`config.mk`:
```
export PLATFORM = sky130hd
export DESIGN_NAME = uart_pkt_rx_ctrl
export DESIGN_NICKNAME = d
export VERILOG_FILES = /design/src/rtl/uart_pkt_pkg.sv /design/src/rtl/uart_pkt_buf.sv /design/src/rtl/uart_pkt_rx_ctrl.sv
export SDC_FILE = /design/constraint.sdc
export NUM_CORES = 1
export LEC_CHECK = 0
export CAP_MARGIN = 20
export CORE_MARGIN = 2
export CORE_UTILIZATION = 45
export CTS_CLUSTER_DIAMETER = 80
export DETAILED_ROUTE_END_ITERATION = 8
export MAX_ROUTING_LAYER = met4
export PLACE_DENSITY = 0.71
export SETUP_SLACK_MARGIN = 0.05
export SYNTH_ARGS = -nofsm -noshare
export SYNTH_HDL_FRONTEND = slang
export SYNTH_SLANG_ARGS = --single-unit
```
`constraint.sdc`:
```
create_clock -name sys_clk -period 2.8 [get_ports sys_clk]
set_input_delay 0.42 -clock sys_clk [delete_from_list [all_inputs] [get_ports sys_clk]]
set_output_delay 0.42 -clock sys_clk [all_outputs]
set_load 0.005 [all_outputs]
```
`src/rtl/uart_pkt_pkg.sv`:
```
// uart_pkt_pkg
// Shared types and constants for the UART packet receive controller:
// FSM state encoding, err_code values and the default frame sync byte.
package uart_pkt_pkg;

    typedef enum logic [2:0] {
        ST_HUNT,
        ST_CMD,
        ST_LEN,
        ST_PAYLOAD,
        ST_CHK,
        ST_HOLD
    } pkt_state_t;

    localparam logic [1:0] ERR_LINE = 2'd0;
    localparam logic [1:0] ERR_LEN  = 2'd1;
    localparam logic [1:0] ERR_CHK  = 2'd2;
    localparam logic [1:0] ERR_TMO  = 2'd3;

    localparam logic [7:0] SYNC_BYTE_DEF = 8'hA5;

endpackage

```
`src/rtl/uart_pkt_buf.sv`:
```
// uart_pkt_buf
// DEPTH x 8 simple dual-port payload buffer.
// Ports:
//   sys_clk, sys_rst_I         clock, async active-low reset (read register only)
//   wr_en, wr_addr, wr_data    synchronous write port
//   rd_addr, rd_data           read port, data registered (1-cycle latency)
module uart_pkt_buf #(
    parameter int DEPTH = 16,
    parameter int AW    = 4
) (
    input  logic          sys_clk,
    input  logic          sys_rst_I,
    input  logic          wr_en,
    input  logic [AW-1:0] wr_addr,
    input  logic [7:0]    wr_data,
    input  logic [AW-1:0] rd_addr,
    output logic [7:0]    rd_data
);

    logic [7:0] mem [DEPTH];

    always_ff @(posedge sys_clk) begin
        if (wr_en) begin
            mem[wr_addr] <= wr_data;
        end
    end

    always_ff @(posedge sys_clk or negedge sys_rst_I) begin
        if (!sys_rst_I) begin
            rd_data <= 8'd0;
        end else begin
            rd_data <= mem[rd_addr];
        end
    end

endmodule

```
`src/rtl/uart_pkt_rx_ctrl.sv`:
```
// uart_pkt_rx_ctrl
// Packet framer on top of the UART byte receiver. Hunts for SYNC_BYTE, then
// assembles CMD, LEN, payload and checksum, holds a good packet for the host
// under a valid/ack handshake and reports line/length/checksum/timeout errors.
// Ports:
//   sys_clk, sys_rst_I                  clock, async active-low reset
//   rec_readyH, rec_dataH, recv_error   byte receiver strobe, data, framing error
//   pkt_validH, pkt_cmd, pkt_len        held packet status and header
//   pkt_rd_addr, pkt_rd_data            payload read port (1-cycle latency)
//   pkt_ackH                            host releases the held packet
//   err_pulseH, err_code                one-cycle error strobe, last error code
//   overrun_cnt                         bytes dropped while holding (saturating)
//   busy                                frame reception in progress
//
// state      | meaning
// -----------+---------------------------------------------
// ST_HUNT    | waiting for the sync byte
// ST_CMD     | waiting for the command byte
// ST_LEN     | waiting for the payload length byte
// ST_PAYLOAD | storing payload bytes into the buffer
// ST_CHK     | waiting for the checksum byte
// ST_HOLD    | good packet held until the host acks
module uart_pkt_rx_ctrl
    import uart_pkt_pkg::*;
#(
    parameter int         MAX_LEN        = 16,
    parameter logic [7:0] SYNC_BYTE      = SYNC_BYTE_DEF,
    parameter int         TIMEOUT_CYCLES = 2_000_000,
    parameter int         AW             = (MAX_LEN > 1) ? $clog2(MAX_LEN) : 1
) (
    input  logic          sys_clk,
    input  logic          sys_rst_I,
    input  logic          rec_readyH,
    input  logic [7:0]    rec_dataH,
    input  logic          recv_error,
    output logic          pkt_validH,
    output logic [7:0]    pkt_cmd,
    output logic [7:0]    pkt_len,
    input  logic [AW-1:0] pkt_rd_addr,
    output logic [7:0]    pkt_rd_data,
    input  logic          pkt_ackH,
    output logic          err_pulseH,
    output logic [1:0]    err_code,
    output logic [7:0]    overrun_cnt,
    output logic          busy
);

    localparam logic [23:0] TMO_RELOAD = 24'(TIMEOUT_CYCLES - 1);

    pkt_state_t    state, state_nxt;
    logic [7:0]    sum, sum_add;
    logic [AW-1:0] wr_idx;
    logic [23:0]   tmo_cnt;
    logic          err_now;
    logic [1:0]    err_sel;
    logic          in_frame;
    logic          byte_ok;
    logic          len_ok;
    logic          buf_we;

    assign in_frame   = (state == ST_CMD) || (state == ST_LEN) ||
                        (state == ST_PAYLOAD) || (state == ST_CHK);
    // a receiver error in the same cycle overrides the byte strobe
    assign byte_ok    = rec_readyH && !recv_error;
    assign len_ok     = int'(rec_dataH) <= MAX_LEN;
    assign sum_add    = sum + rec_dataH;
    assign buf_we     = byte_ok && (state == ST_PAYLOAD);
    assign busy       = in_frame;
    assign pkt_validH = (state == ST_HOLD);

    always_ff @(posedge sys_clk or negedge sys_rst_I) begin
        if (!sys_rst_I) begin
            state <= ST_HUNT;
        end else begin
            state <= state_nxt;
        end
    end

    always_comb begin
        state_nxt = state;
        err_now   = 1'b0;
        err_sel   = ERR_LINE;
        case (state)
            ST_HUNT: begin
                if (recv_error) begin
                    err_now = 1'b1;
                end else if (rec_readyH && rec_dataH == SYNC_BYTE) begin
                    state_nxt = ST_CMD;
                end
            end
            ST_HOLD: begin
                if (pkt_ackH) begin
                    state_nxt = ST_HUNT;
                end
            end
            default: begin
                if (recv_error) begin
                    err_now   = 1'b1;
                    state_nxt = ST_HUNT;
                end else if (rec_readyH) begin
                    case (state)
                        ST_CMD: state_nxt = ST_LEN;
                        ST_LEN: begin
                            if (!len_ok) begin
                                err_now   = 1'b1;
                                err_sel   = ERR_LEN;
                                state_nxt = ST_HUNT;
                            end else if (rec_dataH == 8'd0) begin
                                state_nxt = ST_CHK;
                            end else begin
                                state_nxt = ST_PAYLOAD;
                            end
                        end
                        ST_PAYLOAD: begin
                            if (int'(wr_idx) + 1 == int'(pkt_len)) begin
                                state_nxt = ST_CHK;
                            end
                        end
                        ST_CHK: begin
                            if (sum_add == 8'd0) begin
                                state_nxt = ST_HOLD;
                            end else begin
                                err_now   = 1'b1;
                                err_sel   = ERR_CHK;
                                state_nxt = ST_HUNT;
                            end
                        end
                        default: state_nxt = ST_HUNT;
                    endcase
                end else if (tmo_cnt == 24'd0) begin
                    err_now   = 1'b1;
                    err_sel   = ERR_TMO;
                    state_nxt = ST_HUNT;
                end
            end
        endcase
    end

    always_ff @(posedge sys_clk or negedge sys_rst_I) begin
        if (!sys_rst_I) begin
            pkt_cmd     <= 8'd0;
            pkt_len     <= 8'd0;
            sum         <= 8'd0;
            wr_idx      <= '0;
            tmo_cnt     <= TMO_RELOAD;
            err_pulseH  <= 1'b0;
            err_code    <= ERR_LINE;
            overrun_cnt <= 8'd0;
        end else begin
            err_pulseH <= err_now;
            if (err_now) begin
                err_code <= err_sel;
            end

            // down-counter: every byte (including the sync byte that enters
            // ST_CMD) reloads it; terminal count 0 is the timeout
            if (rec_readyH) begin
                tmo_cnt <= TMO_RELOAD;
            end else if (in_frame && tmo_cnt != 24'd0) begin
                tmo_cnt <= tmo_cnt - 24'd1;
            end

            if (byte_ok) begin
                case (state)
                    ST_CMD: begin
                        pkt_cmd <= rec_dataH;
                        sum     <= rec_dataH;
                    end
                    ST_LEN: begin
                        sum    <= sum_add;
                        wr_idx <= '0;
                        if (len_ok) begin
                            pkt_len <= rec_dataH;
                        end
                    end
                    ST_PAYLOAD: begin
                        sum    <= sum_add;
                        wr_idx <= wr_idx + AW'(1);
                    end
                    default: ;
                endcase
            end

            if (rec_readyH && state == ST_HOLD && overrun_cnt != 8'hFF) begin
                overrun_cnt <= overrun_cnt + 8'd1;
            end
        end
    end

    uart_pkt_buf #(
        .DEPTH (MAX_LEN),
        .AW    (AW)
    ) u_buf (
        .sys_clk   (sys_clk),
        .sys_rst_I (sys_rst_I),
        .wr_en     (buf_we),
        .wr_addr   (wr_idx),
        .wr_data   (rec_dataH),
        .rd_addr   (pkt_rd_addr),
        .rd_data   (pkt_rd_data)
    );

endmodule
```
* Word level (Yosys, flattened, before mapping) *
Memories as Yosys holds them, arrays and structs flattened. A register that Yosys moved wholly into a read port is not among the register bits.
Index checks and enable logic that the tools add are counted.

storage, ports and cells
  input port bits = 17
  register bits = 66
  bits in writable memories = 128
  memories kept = 1

operators by class
  equal/unequal tests = 12
  reduce and logical (&&, ||, !) cells = 27
  $lt $le $gt $ge = 1
  add/subtract/negate cells = 5
  mux-type cells = 33

memory list
  name       words  width  read ports  clocked after memory_dff  wr ports  RTL line            text
  u_buf.mem  16     8      1           1                         1         uart_pkt_buf.sv:20  logic [7:0] mem [DEPTH];

operator list
  kind                                                   number
  2-to-1 mux 24 bit                                      2
  2-to-1 mux 3 bit                                       10
  logical NOT 24 bit                                     1
  nonzero test 24 bit                                    1
  subtractor 24 x 1 -> 24 bit, second input constant     1
  logical NOT 8 bit                                      2
  case mux 8 bit (2 select lines)                        1
  case mux 3 bit (4 select lines)                        1
  2-to-1 mux 2 bit                                       5
  2-to-1 mux 1 bit                                       9
  adder 8 x 1 -> 8 bit, second input constant            1
  adder 8 bit                                            1
  == test 5 x 8 -> 1 bit                                 1
  == test 8 bit, second input constant                   1
  <= comparator 8 x 5 -> 1 bit, second input constant    1
  inequality test 8 bit, second input constant           1
  case mux 4 bit (2 select lines)                        1
  == test 3 x 2 -> 1 bit, second input constant          2
  == test 3 bit, second input constant                   2
  logical AND 1 bit                                      6
  inequality test 6 x 4 -> 1 bit, second input constant  1
  case mux 3 bit (2 select lines)                        1
  AND reduction 2 bit                                    3
  nonzero test 2 bit                                     3
  other kinds (14)                                       20

* Longest topological paths before layout *
Gate-level depths: netlist of run 1.

  word-level depth = 7
  mapped depth = 10
  depth with buffers taken out = 9

* Hierarchy *
A second synthesis of run 1 with hierarchy kept.

unflattened totals
  cells, all modules = 617
  area, all modules = 8988.6 um^2

modules (own cells, without submodules)
  module            cells each  times used  sequential area each (um^2)  area each (um^2)
  uart_pkt_buf      229         1           4043.9                       5187.5
  uart_pkt_rx_ctrl  388         1           1667.8                       3801.1

* Worst setup path before layout of run 1 *
OpenSTA, ideal clock, no wires.

  path type = register to register
  from = register state[2]
  to = memory u_buf.mem[3][0], enable pin
  clock period less this slack = 2.568 ns
  arrival time = 2.170 ns
  setup slack = 0.232 ns
  path buffers = 1
  stages on the path, launching flop included = 6
  setup time = 0.398 ns
  required time = 2.402 ns
  cell sequence = dfrtp_1 clkbuf_1 nand2b_1 nor2_1 nand2_1 nor4b_1

between the ends
  longest elaborated chain between the ends = 4

RTL lines
  element                                 RTL line                text
  start, declared                         uart_pkt_rx_ctrl.sv:50  pkt_state_t state, state_nxt;
  start signal, assigned                  uart_pkt_rx_ctrl.sv:75  state <= state_nxt;
  == test 3 x 2 -> 1 bit                  uart_pkt_rx_ctrl.sv:67  assign buf_we = byte_ok && (state == ST_PAYLOAD);
  logical AND 1 bit                       uart_pkt_rx_ctrl.sv:67
  2-to-1 mux 1 bit                        uart_pkt_buf.sv:23      if (wr_en) begin
  2-to-1 mux 1 bit (implied by the code)  uart_pkt_buf.sv:24      mem[wr_addr] <= wr_data;
  end, declared                           uart_pkt_buf.sv:20

Every way passes these cells.

* Worst setup path after layout of run 1 *
  from = input port rec_dataH[1]
  to = register pkt_len[1]

between the ends
  longest elaborated chain between the ends = 2

RTL lines
  element                               RTL line                 text
  start, declared                       uart_pkt_rx_ctrl.sv:34   input logic [7:0] rec_dataH,
  <= comparator 8 x 5 -> 1 bit          uart_pkt_rx_ctrl.sv:65   assign len_ok = int'(rec_dataH) <= MAX_LEN;
  AND reduction 3 bit (no source line)  --
  end signal, assigned                  uart_pkt_rx_ctrl.sv:173  pkt_len <= rec_dataH;
  end, declared                         uart_pkt_rx_ctrl.sv:38   output logic [7:0] pkt_len,

Parallel ways exist; a longest one is shown, timed or not.
A chain may end at the register's enable or synchronous reset.

==> results of run 1 <==
final timing paths:
| path | start | end |
|---|---|---|
| max | rec_dataH[1] | pkt_len[1] |
| min | sys_rst_I | u_buf.rd_data[2] |
| max reg2reg | sum[0] | err_code[1] |
| min reg2reg | sum[6] | sum[6] |
| max in group asynchronous | sys_rst_I | sum[0] |
| min in group sys_clk | rec_dataH[0] | u_buf.mem[3][0] |
metrics by stage:
step / total power, mW / util (%) / setup slack (ps) / hold slack [ps]
floorplan: 4.629 / - / 231.7 / 124.4
global placement: 5.270 / 51.28 / -388.7 / 466.3
detailed placement: 5.322 / 51.28 / -486.7 / 484.2
CTS: 8.070 / 54.88 / 74.53 / 102.2
global route: 8.435 / 55.06 / 86.27 / 114.4
finish: 8.075 / 55.06 / 246.4 / 48.04
synthesized netlist by cell type (2+ instances only):
master,count,area share (%)
a211o_1,3,0.30
mux2i_1,7,0.80
and3_1,8,0.57
buf_1,7,0.30
or3b_1,2,0.20
mux4_2,40,10
or4_1,3,0.26
mux2_2,14,1.8
dfrtp_1,61,17
edfxtp_1,128,44
a21o_1,2,0.17
xnor2_1,20,2.0
nor2b_1,5,0.36
inv_1,12,0.51
ha_1,13,1.9
a31oi_1,2,0.14
dfstp_2,13,3.9
nor4_1,9,0.64
o21ai_1,3,0.17
o31ai_1,4,0.34
and2_1,4,0.29
xor2_1,13,1.3
o22ai_1,2,0.14
nand2_1,28,1.2
o21bai_1,2,0.17
nor2_1,24,1.0
a2111oi_0,2,0.20
clkbuf_1,14,0.60
o211a_1,2,0.23
nor3b_1,3,0.26
nor3_1,24,1.4
nand3_1,5,0.29
o21ai_0,18,1.0
o32ai_1,2,0.20
a21oi_1,12,0.69
nand4_1,4,0.29
nand2b_1,15,1.1
or3_1,4,0.29
o21a_1,2,0.17
nand3b_1,2,0.17
critical path: stages:
cell	delay, ps
clkdlybuf4s50_1	510
buf_4	260
or4_1	550
a2111oi_0	480
buf_4	200
nand2_1	180
mux2_2	330
cell type report:
cell class | instances | area share (%)
sequential | 202 | 53.83
timing repair buffer | 97 | 8.301
inverter | 12 | 0.4245
tap | 265 | 3.125
clock inverter | 10 | 0.8136
multi-input combinational | 325 | 27.85
clock buffer | 30 | 5.660
logic make-up (layout without fill, tap and decap cells):
logic type / count (synthesis) / in the layout / synth area share [%]
AO/OA/AOI/OAI: 68 / 68 / 5.571
XOR/XNOR: 34 / 34 / 3.571
adder cells (fa/ha/maj): 14 / 14 / 2.085
buffers and inverters: 34 / 149 / 1.500
flip-flops: 202 / 202 / 65.20
multiplexers: 61 / 61 / 12.88
AND/OR/NAND/NOR: 148 / 148 / 9.184
flip-flops by register name (all words and copies together) (netlist names):
name           flops
err_code           2
err_pulseH         1
overrun_cnt        8
pkt_cmd            8
pkt_len            8
state              3
sum                8
tmo_cnt           24
u_buf.mem        128
u_buf.rd_data      8
wr_idx             4
power groups by stage:
stage | Combinational, mW | Clock, mW | Sequential, mW
2_1_floorplan | 1.03 | 0 | 3.60
3_3_place_gp | 1.63 | 0 | 3.64
3_5_place_dp | 1.67 | 0 | 3.65
4_1_cts | 1.69 | 2.78 | 3.60
5_1_grt | 1.91 | 2.90 | 3.63
6_report | 1.74 | 2.73 | 3.60
what timing repair did:
action / 4_1_cts / 5_1_grt
buffers inserted: 0 / 1
gates resized for setup: 1 / 6
setup endpoints to repair: 1 / 6
endpoints found under the hold margin: 0 / 0
routing by layer:
layer	vias to the layer above	GRT usage [%]	wire length (um)	part of all wire [%]
met5	-	-	0	0
met4	0	7.069	684	3.7
met3	47	3.099	871	4.7
met2	153	31.90	9520	51
met1	2636	23.96	7654	41
li1	2366	-	-	-
==> out/metrics.yaml, run 1 <==
power:
  pwr-share-clk_pct: 33.9
  ir_worst_vdd_uv: 447.7
  p_int_mw: 5.893
  powerDensity_mw_per_mm2: 761.0
  leakage_nw: 3.887
  power_frac_comb_pct: 21.6
  seq_power_share_pct: 44.6
  p_sw_share_pct: 27.03
  p_sw_mw: 2.183
cts:
  cts_buffers: 22
  clockBufferDepth: 3
  clockRootBuffer: "clkbuf_16"
  cts.sinks: 202
  ctsHtreeMaxLevel: 1
  cts.reportedPaths.clkPinSlew_ps: 60
  clk_latency_ps: 510
  cts_tree: "yes"
  cts_hold_buf: 0
critical_path:
  path_max_fanout: 21
  crit_type: "primary input to flip-flop"
  regToRegSetupSlack_ps: 250
  cp-start-kind: "primary input"
  cp.required_ps: 3180
  cp.arrival_ps: 2930
  r2r_cells: 9
  cp-end-kind: "flip-flop"
sta:
  final.setup_skew_ps: 19.90
  setup_viol: 0
  rsz0062_at_grt: "false"
  finalMaxSlewViolations: 0
  timing.fmax_mhz: 391.6
  hold_violations: 0
  setup_tns_ps: 0
  worstMarginPinSlew_ps: 1021
  layout_min_cycle_time_ps: 2554
  slew_headroom_pct: 31.91
  min_period_over_period_pct: 91.20
detailed_routing:
  vias: 5202
  routed_wl_um: 18730
  first_pass_iters: 5
  vias_per_cell: 5.528
  remaining_drc_errors: 0
  drtIter0Drc: 382
  postRouteAntennaNets: 0
  wl_per_cell_um: 19.91
synthesis:
  synth_top_flop_cell: "edfxtp_1"
  ys_seq_area_share_pct: 65.20
  syn_nets: 592
  synth-edff-count: 128
  avgSynthCellArea_sq_um: 15.61
  syn_inst: 561
  syn_area_sq_mm: 0.008760
  ys_ff_latch: 202
  synth_cell_types: 63
  yosys_warnings: 0
  synthArstFlopShare_pct: 36.63
final_layout:
  area_delta_synth_final_pct: 21.14
  final_nets: 691
  register_area_sq_mm: 0.005712
  nFillCells: 1544
  fin_cells: 941
  final_common_cell: "edfxtp_1"
  design_area_sq_mm: 0.01061
  n_antenna_cell: 0
  drive_gt1_share_pct: 23.22
  layout_common_cells: "128 x edfxtp_1, 61 x dfrtp_1, 50 x clkdlybuf4s50_1"
  multiInputGateArea_sq_mm: 0.002955
worst_hold_path:
  hold_class: "primary input to async pin"
die:
  core-area_sq_mm: 0.01927
  rows: 51
  start_util_pct: 45.46
  die_x_um: 143.5
  design.portCount: 54
  die_h_um: 143.5
  die_area_sq_mm: 0.02060
grt:
  grt_max_degree: 75
  grt_antenna_before_repair: 0
  grt_pass1_vias: 5320
  globalRouteOverflowTotal: 0
  grt_usage_pct: 19.20
  grt_first_pass_wirelength_um: 29270
placement:
  port_buffers: 53
  finalWeightedCongestion: 0.7987
  dp.cells: 900
  place_area_sq_mm: 0.009882
  dp_hpwl_um: 12160
outcome:
  status: "completed"
flow_run:
  drv_cap: 0
Power figures use the tool's default switching activity.
==> run 2: changes to the inputs <==
--- a/config.mk
+++ b/config.mk
@@ -8,6 +8,7 @@
 export CAP_MARGIN = 20
 export CORE_MARGIN = 2
 export CORE_UTILIZATION = 45
+export CTS_BUF_LIST = sky130_fd_sc_hd__clkbuf_8
 export CTS_CLUSTER_DIAMETER = 80
 export DETAILED_ROUTE_END_ITERATION = 8
 export MAX_ROUTING_LAYER = met4
==> constraint.sdc (replaced) <==
create_clock -name sys_clk -period 2.8 [get_ports sys_clk]
set_input_delay 0.28 -clock sys_clk [delete_from_list [all_inputs] [get_ports sys_clk]]
set_output_delay 0.28 -clock sys_clk [all_outputs]
set_load 0.005 [all_outputs]
==> run 2 against run 1 <==
  * Global-route usage up 0.28 points
  * Cell count rose by 1.8%
  * Fmax decreased by 3.2%
  * Non-clock buffer count is 5 lower
  * Core utilization shrank 0.37 points
  * Register-to-register slack worse by 80 ps
  * Via count about the same
  * Sequential share of layout area increased by 0.36 points
  * Critical path depth rose by 3
  * Sequential power about the same
  * First-iteration DRC count shrank 9.4%
  * Critical endpoint is now state[2]
==> out/metrics.yaml, run 2 (synthesis gave the netlist of run 1 again) <==
critical_path:
  cp-endpoint: "state[2]"
  regToRegSetupSlack_ps: 160
  worstSetupPathDepth: 10
  r2r_start: "sum[0]"
  critPathBufInv: 1
  cp-start-kind: "flip-flop"
  cpLargestDelayFamily: "compound AO/OA/AOI/OAI gates"
  critPathSlowestCell: "a2111oi_0"
  cp.arrival_ps: 3030
  critPathMaxStageDelay_ps: 420
  timing.rr.end: "state[2]"
  path_max_fanout: 3
  crit_start: "sum[0]"
  r2r_cells: 10
  cp-end-kind: "flip-flop"
  path_cells: "ha_1, fa_1, a211o_1, a2111oi_0, nand3b_1, nor4_2, nand2_1, buf_4, o21ai_1, a32o_1"
  cp.required_ps: 3190
  crit_type: "flip-flop to flip-flop"
cts:
  cts_buffers: 34
  ctsHtreeMaxLevel: 2
  cts.reportedPaths.clkPinSlew_ps: 60
  clk_latency_ps: 520
  clockBufferDepth: 3
  cts.sinks: 202
  cts_tree: "yes"
  clockRootBuffer: "clkbuf_8"
  cts_setup_buffers: 0
sta:
  layout_min_cycle_time_ps: 2638
  final.setup_skew_ps: 25.44
  worstMarginPinSlew_ps: 646.9
  rsz0062_at_grt: "false"
  finalMaxSlewViolations: 0
  setup_tns_ps: 0
  setup_viol: 0
  slew_headroom_pct: 56.74
  min_period_over_period_pct: 94.21
  timing.fmax_mhz: 379.1
  hold_violations: 0
power:
  powerDensity_mw_per_mm2: 742.6
  ir_worst_vdd_uv: 406.9
  leakage_nw: 3.916
detailed_routing:
  routed_wl_um: 18500
  vias: 5199
  postRouteAntennaNets: 0
  first_pass_iters: 4
  remaining_drc_errors: 0
  drtIter0Drc: 346
  wl_per_cell_um: 19.32
  vias_per_cell: 5.427
grt:
  grt_pass1_vias: 5369
  grt_max_degree: 75
  grt_antenna_before_repair: 0
  grt_usage_pct: 19.48
  globalRouteOverflowTotal: 0
  grt_first_pass_wirelength_um: 29660
final_layout:
  area_delta_synth_final_pct: 20.33
  fin_cells: 958
  reg.largest.list: "u_buf.mem x128, tmo_cnt x24"
  layout_common_cells: "128 x edfxtp_1, 61 x dfrtp_1, 51 x clkdlybuf4s50_1"
  largest_reg_flops: 128
  drive_gt1_share_pct: 23.23
  largest_register: "u_buf.mem"
  final_common_cell: "edfxtp_1"
  n_antenna_cell: 0
  final_nets: 698
placement:
  dp.cells: 894
  dp_hpwl_um: 12160
  port_buffers: 53
  finalWeightedCongestion: 0.7909
die:
  die_area_sq_mm: 0.02060
  design.portCount: 54
  die_h_um: 143.5
  die_x_um: 143.5
  core-area_sq_mm: 0.01927
  start_util_pct: 45.46
  rows: 51
worst_hold_path:
  hold_class: "primary input to async pin"
outcome:
  status: "completed"
flow_run:
  drv_cap: 0
==> run 2: worst min path at each step <==
stage / end / startpoint / depth (start not counted) / slack [ps]
after CTS: u_buf.rd_data[5] / sys_rst_I / 2 / 490
after global placement: u_buf.rd_data[2] / sys_rst_I / 1 / 470
after detailed placement: sum[6] / sum[6] / 2 / 480
final: u_buf.rd_data[2] / sys_rst_I / 2 / 140
after floorplan: err_code[0] / sys_rst_I / 0 / -20
after global routing: u_buf.rd_data[3] / sys_rst_I / 2 / 130
==> run 2: report_power, final <==
part	internal [mW]	total (mW)	switching [mW]
combinational	0.828	1.65	0.817
clock	1.39	2.58	1.18
sequential	3.41	3.60	0.196
total	5.63	7.83	2.20
==> run 2: stage by stage <==
| stage | cell area (sq um) | utilization (%) | power (mW) | setup slack, ps | hold slack [ps] |
|---|---|---|---|---|---|
| floorplan | 8760 | - | 4.629 | 231.7 | -15.59 |
| finish | 10540 | 54.69 | 7.827 | 162.2 | 143.6 |
| CTS | 10510 | 54.52 | 7.906 | 146.4 | 486.9 |
| global route | 10540 | 54.69 | 8.260 | 51.26 | 127.0 |
| global placement | 9824 | 50.98 | 5.223 | -252.3 | 467.6 |
| detailed placement | 9824 | 50.98 | 5.282 | -336.7 | 480.7 |
==> run 2: layout make-up <==
class	count	area (sq um)
Fill cell	1574	8731
Sequential cell	202	5712
Multi-Input combinational cell	325	2929
Timing Repair Buffer	92	850.8
Clock buffer	36	495.5
Tap cell	265	331.6
Clock inverter	26	176.4
Inverter	12	45.04
==> run 2: repair_timing <==
action / CTS / global route
setup endpoints to repair: 0 / 3
hold buffers: 1 / 0
endpoints found under the hold margin: 61 / 0
resized for setup: 0 / 1
==> run 2: worst register-to-register path: cells and delay by family, from the launching register on <==
| kind | cells | cell delay (ps) |
|---|---|---|
| DFF | 1 | 390 |
| and+or+nand+nor | 3 | 380 |
| AOI/OAI and AO/OA | 4 | 1010 |
| buffers and inverters | 1 | 110 |
| adders and majority gates | 2 | 630 |
==> run 2: routing by layer <==
| layer | global-route usage [%] | up-vias | share of wire, % |
|---|---|---|---|
| met5 | - | - | 0 |
| met4 | 5.366 | 0 | 1.9 |
| met3 | 3.765 | 31 | 4.9 |
| met2 | 32.83 | 131 | 52 |
| met1 | 24.25 | 2642 | 41 |
| li1 | - | 2395 | - |
